File: config.mk
export PLATFORM = sky130hd
export DESIGN_NAME = acum_sched
export DESIGN_NICKNAME = d
export VERILOG_FILES = /design/src/rtl/acum_sched_pkg.sv /design/src/rtl/acum_sched_rr_arbiter.sv /design/src/rtl/acum_sched.sv
export SDC_FILE = /design/constraint.sdc
export NUM_CORES = 1
export LEC_CHECK = 0
export CAP_MARGIN = 20
export CORE_MARGIN = 5
export CORE_UTILIZATION = 41
export CTS_BUF_LIST = sky130_fd_sc_hd__clkbuf_16
export CTS_CLUSTER_DIAMETER = 40
export DETAILED_ROUTE_END_ITERATION = 8
export GPL_ROUTABILITY_DRIVEN = 0
export GPL_TIMING_DRIVEN = 1
export PLACE_DENSITY = 0.72
export SLEW_MARGIN = 20
export SYNTH_ARGS = -nofsm -noshare
export SYNTH_HDL_FRONTEND = slang
export SYNTH_SLANG_ARGS = --single-unit
File: constraint.sdc
create_clock -name e_clk -period 1.4 [get_ports e_clk]
set_input_delay 0.21 -clock e_clk [delete_from_list [all_inputs] [get_ports e_clk]]
set_output_delay 0.21 -clock e_clk [all_outputs]
set_load 0.02 [all_outputs]
File: src/rtl/acum_sched_pkg.sv
// acum_sched_pkg: state encoding and width helpers shared by the accumulator scheduler
package acum_sched_pkg;
  typedef enum logic [2:0] {S_IDLE, S_CLEAR, S_ACCUM, S_DRAIN, S_DONE} state_t;
  function automatic int sample_w(int nb);
    return nb + 1;
  endfunction
  function automatic int result_w(int nb);
    return nb + 4;
  endfunction
  function automatic int id_w(int n);
    return n > 1 ? $clog2(n) : 1;
  endfunction
endpackage

File: src/rtl/acum_sched_rr_arbiter.sv
// rr_arbiter: combinational round-robin pick of the first request at or after ptr
module rr_arbiter
  import acum_sched_pkg::*;
#(
  parameter int N = 2
) (
  input  logic [N-1:0]        req,
  input  logic [id_w(N)-1:0]  ptr,
  output logic [N-1:0]        grant,
  output logic [id_w(N)-1:0]  idx,
  output logic                any
);
  localparam int IW = id_w(N);
  always_comb begin
    grant = '0;
    idx   = '0;
    any   = |req;
    // walk offsets from farthest to nearest so the nearest request wins
    for (int k = N - 1; k >= 0; k--) begin
      if (req[(int'(ptr) + k) % N]) begin
        grant = '0;
        grant[(int'(ptr) + k) % N] = 1'b1;
        idx = IW'((int'(ptr) + k) % N);
      end
    end
  end
endmodule

File: src/rtl/acum_sched.sv
// acum_sched: round-robin scheduler sharing one accumulator among N_REQ requesters
module acum_sched
  import acum_sched_pkg::*;
#(
  parameter int NB_INPUT  = 3,
  parameter int N_REQ     = 2,
  parameter int BURST_LEN = 8,
  parameter int ACC_LAT   = 2
) (
  input  logic                                  e_clk,
  input  logic                                  e_reset,
  input  logic [N_REQ-1:0]                      e_req,
  input  logic [N_REQ-1:0]                      e_valid,
  input  logic [N_REQ*sample_w(NB_INPUT)-1:0]   e_data,
  output logic [N_REQ-1:0]                      s_ready,
  output logic [N_REQ-1:0]                      s_grant,
  output logic                                  s_acc_clr,
  output logic                                  s_acc_en,
  output logic [sample_w(NB_INPUT)-1:0]         s_acc_sum,
  input  logic [result_w(NB_INPUT)-1:0]         e_acc_result,
  input  logic                                  e_acc_ovf,
  output logic                                  s_done,
  output logic [id_w(N_REQ)-1:0]                s_done_id,
  output logic [result_w(NB_INPUT)-1:0]         s_result,
  output logic                                  s_overflow,
  output logic                                  s_busy
);
  localparam int SW = sample_w(NB_INPUT);
  localparam int RW = result_w(NB_INPUT);
  localparam int IW = id_w(N_REQ);
  localparam int CW = $clog2((BURST_LEN > ACC_LAT ? BURST_LEN : ACC_LAT + 1) + 1);
  state_t state_q, state_d;
  logic [IW-1:0] ptr_q, ptr_d, gidx_q, gidx_d, id_q, id_d, arb_idx, nxt_ptr;
  logic [CW-1:0] cnt_q, cnt_d;
  logic [N_REQ-1:0] ready_q, ready_d, grant_q, grant_d, arb_grant;
  logic [SW-1:0] sum_q, sum_d, data_sel;
  logic [RW-1:0] result_q, result_d;
  logic sticky_q, sticky_d, clr_q, clr_d, en_q, en_d, done_q, done_d;
  logic ovf_q, ovf_d, busy_q, busy_d, arb_any, hs;
  rr_arbiter #(.N(N_REQ)) u_arb (
    .req   (e_req),
    .ptr   (ptr_q),
    .grant (arb_grant),
    .idx   (arb_idx),
    .any   (arb_any)
  );
  assign hs       = |(ready_q & e_valid);
  assign data_sel = e_data[gidx_q*SW +: SW];
  assign nxt_ptr  = (gidx_q == IW'(N_REQ - 1)) ? '0 : gidx_q + IW'(1);
  always_comb begin
    state_d  = state_q;
    ptr_d    = ptr_q;
    gidx_d   = gidx_q;
    grant_d  = grant_q;
    cnt_d    = cnt_q;
    sticky_d = sticky_q;
    ready_d  = '0;
    clr_d    = 1'b0;
    en_d     = 1'b0;
    sum_d    = sum_q;
    done_d   = 1'b0;
    id_d     = id_q;
    result_d = result_q;
    ovf_d    = ovf_q;
    case (state_q)
      S_IDLE: if (arb_any) begin
        state_d = S_CLEAR;
        grant_d = arb_grant;
        gidx_d  = arb_idx;
      end
      S_CLEAR: begin
        state_d  = S_ACCUM;
        clr_d    = 1'b1;
        cnt_d    = '0;
        sticky_d = 1'b0;
      end
      S_ACCUM: begin
        sticky_d = sticky_q | e_acc_ovf;
        en_d     = hs;
        sum_d    = hs ? data_sel : sum_q;
        cnt_d    = hs ? cnt_q + CW'(1) : cnt_q;
        // an acceptance on the final sample outranks a dropped request
        if (hs && cnt_q == CW'(BURST_LEN - 1)) begin
          state_d = S_DRAIN;
          cnt_d   = '0;
        end else if (!hs && !e_req[gidx_q]) begin
          state_d = S_IDLE;
          grant_d = '0;
          ptr_d   = nxt_ptr;
        end else ready_d = grant_q;
      end
      S_DRAIN: begin
        sticky_d = sticky_q | e_acc_ovf;
        state_d  = (cnt_q == CW'(ACC_LAT)) ? S_DONE : S_DRAIN;
        cnt_d    = cnt_q + CW'(1);
      end
      S_DONE: begin
        state_d  = S_IDLE;
        done_d   = 1'b1;
        result_d = e_acc_result;
        ovf_d    = sticky_q;
        id_d     = gidx_q;
        ptr_d    = nxt_ptr;
        grant_d  = '0;
      end
      default: state_d = S_IDLE;
    endcase
    busy_d = state_d != S_IDLE;
  end
  always_ff @(posedge e_clk) begin
    if (!e_reset) begin
      state_q  <= S_IDLE;
      ptr_q    <= '0;
      gidx_q   <= '0;
      grant_q  <= '0;
      cnt_q    <= '0;
      sticky_q <= 1'b0;
      ready_q  <= '0;
      clr_q    <= 1'b0;
      en_q     <= 1'b0;
      sum_q    <= '0;
      done_q   <= 1'b0;
      id_q     <= '0;
      result_q <= '0;
      ovf_q    <= 1'b0;
      busy_q   <= 1'b0;
    end else begin
      state_q  <= state_d;
      ptr_q    <= ptr_d;
      gidx_q   <= gidx_d;
      grant_q  <= grant_d;
      cnt_q    <= cnt_d;
      sticky_q <= sticky_d;
      ready_q  <= ready_d;
      clr_q    <= clr_d;
      en_q     <= en_d;
      sum_q    <= sum_d;
      done_q   <= done_d;
      id_q     <= id_d;
      result_q <= result_d;
      ovf_q    <= ovf_d;
      busy_q   <= busy_d;
    end
  end
  assign s_ready    = ready_q;
  assign s_grant    = grant_q;
  assign s_acc_clr  = clr_q;
  assign s_acc_en   = en_q;
  assign s_acc_sum  = sum_q;
  assign s_done     = done_q;
  assign s_done_id  = id_q;
  assign s_result   = result_q;
  assign s_overflow = ovf_q;
  assign s_busy     = busy_q;
endmodule

==> flow_metrics.env, run 1 <==
export IMPL_detail_route_iter0_violations=60
export IMPL_yosys_area_share_simple=0.209
export IMPL_ctsHoldBuffers=0
export IMPL_finalPower_mw=2.37
export IMPL_synth_nets=173
export IMPL_wirelength_um=3850
export IMPL_ys_async_sr_fraction=0
export IMPL_core_mm2=0.00328
export IMPL_rsz0062_at_grt="true"
export IMPL_synth_seq_area_share=0.452
export IMPL_grt_ovfl_total=0
export IMPL_cp_required_ns=1.62
export IMPL_status="completed"
export IMPL_synth_adder_area_share=0.0182
export IMPL_dp_hpwl_um=2600
export IMPL_ys_flop_type="dfxtp_1"
export IMPL_power_density_mw_per_mm2=1050
export IMPL_end_kind="register"
export IMPL_vias_per_cell=5.21
export IMPL_synth_top_area_frac=0.452
export IMPL_num_io_pins=43
export IMPL_ys_ff_latch=31
export IMPL_first_global_vias=1350
export IMPL_clk_path_buf_depth=2
export IMPL_grt_pass1_wl_um=5890
export IMPL_critPathArrivalTime_ns=1.59
export IMPL_final_cell_area_mm2=0.00226
export IMPL_synth_xor_area_frac=0.00638
export IMPL_timing_hold_ws_ns=0.321
export IMPL_max_slew_margin=0.766
export IMPL_drcViolationCount=0
export IMPL_hold_path_class="input port to register"
export IMPL_synth_top_family_by_area="compound AO/OA/AOI/OAI gates"
export IMPL_ys_top_cells_by_area="dfxtp_1, nand2_1, a21boi_0"
export IMPL_num_vias=1375
export IMPL_cts_tree="yes"
export IMPL_critical_path_class="register to register"
export IMPL_finalMaxSlewViolations=0
export IMPL_clock_sinks=31
export IMPL_die_w_um=67.9
export IMPL_hold_viol=0
export IMPL_worst_pin_slew_ns=0.350
export IMPL_ys_types=42
export IMPL_ys_warnings_count=0
export IMPL_syn2layout_area_growth_pct=64.2
export IMPL_synth_top_area_cell="dfxtp_1"
export IMPL_post_route_util=0.687
export IMPL_layout_drive_gt1_share=0.280
export IMPL_fin_nets=242
export IMPL_synthCells=149
export IMPL_grt_usage=0.173
export IMPL_num_antenna_cells=0
export IMPL_antenna_found_initial=0
export IMPL_routedWlPerCell_um=14.6
export IMPL_synth_compound_area_frac=0.238
export IMPL_min_period_ns=1.37
export IMPL_regArea_um2=632
export IMPL_place_ws_ns=-0.325
export IMPL_multi_input_area_um2=808
export IMPL_synth_edf_count=0
export IMPL_worst_path_max_fanout=7
export IMPL_p_leak_nw=1.05
export IMPL_row_count=21
export IMPL_cts_buffers=5
export IMPL_port_buffers=42
export IMPL_initial_core_util=0.418
export IMPL_max_stage_delay_ns=0.45
export IMPL_finalSetupViolCount=0
export IMPL_cp_cell_sequence="or3b_4, a21oi_4, and3_4, and2_4"
export IMPL_drt_first_pass_iters=4
export IMPL_syn_avg_cell_area_um2=9.22
export IMPL_max_cap_viol_count=0
export IMPL_peakVddDrop_uv=677
export IMPL_clk_pin_slew_ns=0.05
export IMPL_die_area_mm2=0.00461
export IMPL_final_antenna_net_count=0
export IMPL_fin_ws_ns=0.0291
export IMPL_fmax_mhz=729
export IMPL_fin_crit_sh=0.979
export IMPL_cts_root_buf="clkbuf_16"
export IMPL_critical_path_slowest_cell="or3b_4"
export IMPL_grt_max_degree=14
export IMPL_crit_path_start_kind="register"
export IMPL_clk_latency_ns=0.27
export IMPL_htree_levels=2
export IMPL_die_y_um=67.9
export IMPL_fillCellCount=253
export IMPL_finalClockSkew_ns=0.00335
export IMPL_synthMuxAreaShare=0.0437
export IMPL_dpl_cell_area_mm2=0.00199
export IMPL_syn_area_mm2=0.00137
==> through the flow <==
step / instances / setup TNS, ns
after floorplan: 149 / 0
after global placement: 252 / -2.56
after detailed placement: 252 / -2.98
after CTS: 260 / -0.0237
after global routing: 264 / -0.125
final: 264 / 0
==> worst max-delay path: cells and delay by family (launching register included) <==
family	cells	cell delay, ns
AO/OA/AOI/OAI	1	0.14
flip-flops	1	0.39
AND/OR/NAND/NOR	3	0.78
==> worst paths after layout <==
path,startpoint,to,slack (ns),cells past startpoint
worst min-delay path,e_req[0],s_grant[0],0.32,2
worst max-delay path,state_q[1],s_ready[0],0.03,4
worst max register to register,state_q[1],s_ready[0],0.03,4
worst min register to register,s_overflow,s_overflow,0.45,2
==> state kept, by name, summed over array words and instances, names as in the netlist, 2 cells and up <==
| register | cells |
|---|---|
| s_result | 7 |
| s_acc_sum | 4 |
| s_ready | 2 |
| cnt_q | 4 |
| s_grant | 2 |
| state_q | 3 |
==> synth_stat cells (all sizes together), types with 2 or more instances <==
cell / instances
dfxtp: 31
nand2: 28
a21boi: 13
nor2: 8
mux2i: 6
and2: 5
o211a: 5
buf: 4
clkbuf: 4
o21ai: 4
a21oi: 3
inv: 3
nor3: 3
nor3b: 3
a22oi: 2
and3: 2
ha: 2
nand2b: 2
nor2b: 2
o31a: 2
o31ai: 2
or3: 2
==> layer usage <==
| layer | routed length [um] | track usage | vias up |
|---|---|---|---|
| li1 | - | - | 666 |
| met1 | 1540 | 0.178 | 635 |
| met2 | 1860 | 0.301 | 60 |
| met3 | 316 | 0.0542 | 14 |
| met4 | 125 | 0.109 | 0 |
| met5 | 0 | 0 | - |
==> layout by cell type (no fill, tap or decap), types with 6 or more instances in the layout <==
master / count
nand2_1: 27
buf_4: 27
dfxtp_1: 24
clkdlybuf4s50_1: 19
dlygate4sd2_1: 18
a21boi_0: 10
mux2i_1: 6
nor2_1: 6
dfxtp_2: 6
==> cell families (layout without fill, tap and decap cells) <==
group | Yosys count | after routing
adder cells (fa/ha/maj) | 2 | 2
buffers and inverters | 11 | 79
AO/OA/AOI/OAI | 40 | 40
XOR/XNOR | 1 | 1
flip-flops | 31 | 31
multiplexers | 6 | 6
AND/OR/NAND/NOR | 58 | 59
==> repair_timing <==
action / CTS / global route
gates cloned: 0 / 1
buffers inserted: 1 / 3
resized for setup: 33 / 18
pin swaps: 3 / 7
setup endpoints to repair: 30 / 29
==> power breakdown <==
part / total (mW) / switching, mW / internal (mW)
registers: 0.954 / 0.0330 / 0.921
clock network: 0.996 / 0.359 / 0.637
logic: 0.423 / 0.193 / 0.230
total: 2.37 / 0.585 / 1.79
==> final cells by class <==
class | count | share of cell area
multi-input cells | 108 | 0.358
flip-flops and latches | 31 | 0.280
repair buffers | 69 | 0.272
clock buffers | 5 | 0.0555
well taps | 46 | 0.0255
inverters | 3 | 0.00499
clock inverters | 2 | 0.00388
Note: power is estimated with default switching activity, not from simulation.
==> run 2: changes to the inputs <==
TNS_END_PERCENT = 1   (was default)
==> run 2 against run 1 <==
  * The run now ends with setup timing left
  * Total power is 2.1% lower
  * Count of clock-buffer cells in the layout unchanged
  * Die area did not move
  * Worst hold slack gained 0.13 ns
  * Wire length decreased by 7.9%
  * Core utilization down 3.0 points
  * Global-route usage shrank 0.48 points
  * Non-clock buffer count shrank 4
  * Setup slack lost 0.039 ns
  * Largest power group unchanged
==> flow_metrics.env, run 2 (synthesis results as in run 1) <==
export IMPL_status="finished with violations"
export IMPL_violations="setup timing"
export IMPL_clk_latency_ns=0.27
export IMPL_grt_pass1_wl_um=5730
export IMPL_grt_ovfl_total=0
export IMPL_cts_tree="yes"
export IMPL_min_period_ns=1.41
export IMPL_grt_max_degree=14
export IMPL_drcViolationCount=0
export IMPL_routedWlPerCell_um=13.7
export IMPL_fin_ws_ns=-0.00972
export IMPL_p_comb_frac=0.165
export IMPL_die_y_um=67.9
export IMPL_fin_crit_sh=1.01
export IMPL_drt_first_pass_iters=4
export IMPL_core_mm2=0.00328
export IMPL_row_count=21
export IMPL_layout_drive_gt1_share=0.235
export IMPL_crit_path_start_kind="register"
export IMPL_syn2layout_area_growth_pct=57.1
export IMPL_dp_hpwl_um=2600
export IMPL_clk_path_buf_depth=2
export IMPL_htree_levels=2
export IMPL_fin_nets=237
export IMPL_finalMaxSlewViolations=0
export IMPL_fin_tns_setup_ns=-0.00972
export IMPL_num_io_pins=43
export IMPL_sw_frac_of_total=0.240
export IMPL_stdcell_count=259
export IMPL_wirelength_um=3540
export IMPL_fmax_mhz=709
export IMPL_dp_cells=252
export IMPL_max_slew_margin=0.788
export IMPL_finalSetupViolCount=1
export IMPL_critPathArrivalTime_ns=1.57
export IMPL_final_common_cell="nand2_1"
export IMPL_most_common_layout_cells="nand2_1, dfxtp_1, buf_4"
export IMPL_detail_route_iter0_violations=49
export IMPL_internal_power_mw=1.77
export IMPL_p_leak_nw=0.993
export IMPL_num_vias=1336
export IMPL_die_w_um=67.9
export IMPL_final_antenna_net_count=0
export IMPL_initial_core_util=0.418
export IMPL_port_buffers=42
export IMPL_worst_path_max_fanout=3
export IMPL_ctsHoldBuffers=0
export IMPL_end_kind="register"
export IMPL_rsz0062_at_grt="true"
export IMPL_clk_pin_slew_ns=0.05
export IMPL_timing_hold_ws_ns=0.451
export IMPL_antenna_found_initial=0
export IMPL_power_density_mw_per_mm2=1080
export IMPL_p_seq_frac=0.409
export IMPL_critical_path_class="register to register"
export IMPL_vias_per_cell=5.16
export IMPL_power_frac_clock=0.426
export IMPL_grt_usage=0.168
export IMPL_clock_sinks=31
export IMPL_largest_reg_flops=7
export IMPL_num_antenna_cells=0
export IMPL_cp_required_ns=1.56
export IMPL_hold_path_class="register to register"
export IMPL_p_sw_mw=0.556
export IMPL_worst_pin_slew_ns=0.318
export IMPL_finalClockSkew_ns=0.00419
export IMPL_hold_viol=0
export IMPL_max_cap_viol_count=0
export IMPL_cts_buffers=5
export IMPL_die_area_mm2=0.00461
export IMPL_first_global_vias=1312
export IMPL_cts_root_buf="clkbuf_16"
export IMPL_peakVddDrop_uv=697
==> run 2: cell types whose count changed in the layout (fill, tap and decap cells not counted), moves of 2 or more <==
cell / previous run / this run
dlymetal6s2s_1: 5 / 3
and2_1: 3 / 5
buf_4: 27 / 23
and2_4: 2 / 0
clkdlybuf4s50_1: 19 / 21
==> run 2: worst paths after layout <==
| path | startpoint | to | slack, ns | depth (start not counted) |
|---|---|---|---|---|
| setup / recovery | cnt_q[0] | s_ready[0] | -0.01 | 5 |
| hold / removal | s_overflow | s_overflow | 0.45 | 2 |
| setup reg to reg | cnt_q[0] | s_ready[0] | -0.01 | 5 |
| hold reg to reg | s_overflow | s_overflow | 0.45 | 2 |
==> run 2: worst max-delay path: stages, from the launching register on <==
cell	delay (ns)
dfxtp_2	0.34
ha_2	0.19
nand2_1	0.07
or3_4	0.35
and3_4	0.19
and2_1	0.15
==> run 2: final cells by class <==
class | instances | area [um2]
fillers | 270 | 1130
inverters | 3 | 11.3
repair buffers | 65 | 578
multi-input cells | 107 | 747
well taps | 46 | 57.6
clock inverters | 2 | 8.76
clock buffers | 5 | 125
flip-flops and latches | 31 | 631
==> run 2: repair_timing <==
| item | in CTS | in global routing |
|---|---|---|
| resized for setup | 24 | 13 |
| endpoints found under the setup margin | 30 | 26 |
| cloned | 0 | 0 |
| pin swaps | 0 | 5 |
| setup buffers | 0 | 0 |
==> run 2: stage by stage <==
stage,cell area [um2],power (mW),setup slack (ns),utilization
after floorplan,1380,1.14,0.0230,-
after global placement,1990,1.32,-0.271,0.606
after detailed placement,1990,1.33,-0.325,0.606
after CTS,2120,2.33,-0.0133,0.646
after global routing,2160,2.42,-0.0528,0.657
final,2160,2.32,-0.00972,0.657
==> run 2: power by group through the flow <==
stage | clock network (mW) | logic (mW) | registers [mW]
after global placement | 0 | 0.361 | 0.960
after floorplan | 0 | 0.162 | 0.975
after detailed placement | 0 | 0.370 | 0.961
after CTS | 1.01 | 0.375 | 0.947
final | 0.990 | 0.383 | 0.949
after global routing | 1.05 | 0.416 | 0.951
==> run 2: routing by layer <==
metal | wire, um | global-route usage | vias up | share of wire
li1 | - | - | 656 | -
met1 | 1490 | 0.179 | 620 | 0.42
met2 | 1700 | 0.289 | 51 | 0.48
met3 | 281 | 0.0525 | 9 | 0.079
met4 | 77 | 0.0993 | 0 | 0.022
met5 | 0 | 0 | - | 0
==> run 3: changes to the inputs <==
SYNTH_HIERARCHICAL = 1   (was default)
==> run 3 against run 2 <==
  * The run now ends clean
  * Worst hold slack improved by 0.0076 ns
  * Synthesized cell count up 2.0%
  * Sequential share of layout area is 1.2 points higher
  * Register-to-register slack better by 0.06 ns
  * Maximum frequency rose by 4.4%
==> flow_metrics.env, run 3 <==
export IMPL_synth_common_cells="nand2_1, dfxtp_1, a21boi_0, mux2i_1, inv_1"
export IMPL_wirelength_um=3350
export IMPL_clock_sinks=31
export IMPL_fin_ws_ns=0.0491
export IMPL_die_w_um=67.9
export IMPL_synth_top_area_cell="dfxtp_1"
export IMPL_fin_nets=232
export IMPL_peakVddDrop_uv=582
export IMPL_ys_warnings_count=6
export IMPL_largest_reg_flops=7
export IMPL_p_leak_nw=0.950
export IMPL_finalSetupViolCount=0
export IMPL_power_density_mw_per_mm2=1040
export IMPL_hold_viol=0
export IMPL_initial_core_util=0.418
export IMPL_routedWlPerCell_um=13.3
export IMPL_grt_pass1_wl_um=5400
export IMPL_cts_buffers=5
export IMPL_htree_levels=2
export IMPL_grt_usage=0.157
export IMPL_yosysMostFrequentCell="nand2_1"
export IMPL_finalClockSkew_ns=0.00684
export IMPL_cp_cell_sequence="or3b_4, o211a_1, a32o_1"
export IMPL_clk_latency_ns=0.27
export IMPL_ys_top_cells_by_area="dfxtp_1, nand2_1, a21boi_0"
export IMPL_synth_top_area_frac=0.452
export IMPL_ys_types=34
export IMPL_num_antenna_cells=0
export IMPL_vias_per_cell=4.98
export IMPL_row_count=21
export IMPL_critical_path_class="register to register"
export IMPL_grt_max_degree=14
export IMPL_finalMaxSlewViolations=0
export IMPL_ctsHoldBuffers=0
export IMPL_min_period_ns=1.35
export IMPL_worst_pin_slew_ns=0.313
export IMPL_ys_ff_latch=31
export IMPL_die_y_um=67.9
export IMPL_dp_hpwl_um=2620
export IMPL_grt_ovfl_total=0
export IMPL_cts_tree="yes"
export IMPL_antenna_found_initial=0
export IMPL_final_common_cell="nand2_1"
export IMPL_max_cap_viol_count=0
export IMPL_ctsResizeCount=18
export IMPL_syn_area_mm2=0.00137
export IMPL_final_cell_area_mm2=0.00204
export IMPL_layout_drive_gt1_share=0.126
export IMPL_syn_avg_cell_area_um2=9.04
export IMPL_place_ws_ns=-0.214
export IMPL_synth_nets=176
export IMPL_num_vias=1261
export IMPL_clk_pin_slew_ns=0.04
export IMPL_final_antenna_net_count=0
export IMPL_synthCells=152
export IMPL_fmax_mhz=740
export IMPL_end_kind="register"
export IMPL_critical_path_slowest_cell="or3b_4"
export IMPL_most_common_layout_cells="nand2_1, dfxtp_1, clkdlybuf4s50_1"
export IMPL_dpl_cell_area_mm2=0.00192
export IMPL_port_buffers=42
export IMPL_finalPower_mw=2.13
export IMPL_critPathArrivalTime_ns=1.50
export IMPL_synth_seq_area_share=0.452
export IMPL_hold_path_class="register to register"
export IMPL_syn2layout_area_growth_pct=48.7
export IMPL_max_stage_delay_ns=0.42
export IMPL_status="completed"
export IMPL_ys_flop_type="dfxtp_1"
export IMPL_cts_root_buf="clkbuf_16"
export IMPL_worst_path_max_fanout=4
export IMPL_num_io_pins=43
export IMPL_die_area_mm2=0.00461
export IMPL_cp_required_ns=1.55
export IMPL_drcViolationCount=0
export IMPL_max_slew_margin=0.791
export IMPL_crit_path_start_kind="register"
export IMPL_synth_edf_count=0
export IMPL_first_global_vias=1245
export IMPL_postCtsSetupBuffers=0
export IMPL_rsz0062_at_grt="true"
export IMPL_detail_route_iter0_violations=59
export IMPL_fin_crit_sh=0.965
export IMPL_ys_async_sr_fraction=0
export IMPL_core_mm2=0.00328
export IMPL_clk_path_buf_depth=2
export IMPL_drt_first_pass_iters=4
[run 3: worst paths after layout]
path	cells after the start	start	endpoint	slack [ns]
max reg2reg	3	state_q[1]	s_grant[0]	0.05
max	3	state_q[1]	s_grant[0]	0.05
min	2	s_result[4]	s_result[4]	0.46
min reg2reg	2	s_result[4]	s_result[4]	0.46
[run 3: report_power, final]
group	total, mW	switching (mW)	internal, mW
Clock	0.944	0.317	0.626
Sequential	0.924	0.0159	0.908
Combinational	0.261	0.119	0.141
Total	2.13	0.453	1.68
[run 3: stage by stage]
step | hold slack, ns | util | instances | TNS, ns
after floorplan | 0.355 | - | 152 | 0
after global placement | 0.450 | 0.584 | 247 | -1.31
after detailed placement | 0.458 | 0.584 | 247 | -1.94
after CTS | 0.461 | 0.616 | 253 | 0
after global routing | 0.487 | 0.622 | 253 | -0.0255
final | 0.458 | 0.622 | 253 | 0
[run 3: critical path, delay by kind of cell (launching register included)]
| kind | cells | cell delay (ns) |
|---|---|---|
| AOI/OAI and AO/OA | 2 | 0.45 |
| and+or+nand+nor | 1 | 0.42 |
| DFF | 1 | 0.37 |
[run 3: cell families (layout without fill, tap and decap cells)]
family          Yosys count  after routing  share of synthesized area
simple gates             58             58                      0.213
fa+ha+maj                 2              2                     0.0182
xor+xnor                  1              1                    0.00638
buf+inv                  14             69                     0.0501
mux                       7              7                     0.0510
flops                    31             31                      0.452
compound gates           39             39                      0.209
[run 3: layout make-up]
cell class / instances / area, um2
clock inverter: 1 / 3.75
sequential: 31 / 621
tap: 46 / 57.6
multi-input combinational: 107 / 696
timing repair buffer: 57 / 518
fill: 286 / 1240
clock buffer: 5 / 125
inverter: 6 / 22.5
[run 3: layer usage]
layer  vias up  share of wire  track usage
li1        637              -            -
met1       578           0.44        0.185
met2        38           0.49        0.252
met3         8          0.050       0.0328
met4         0          0.019        0.114
met5         -              0            0
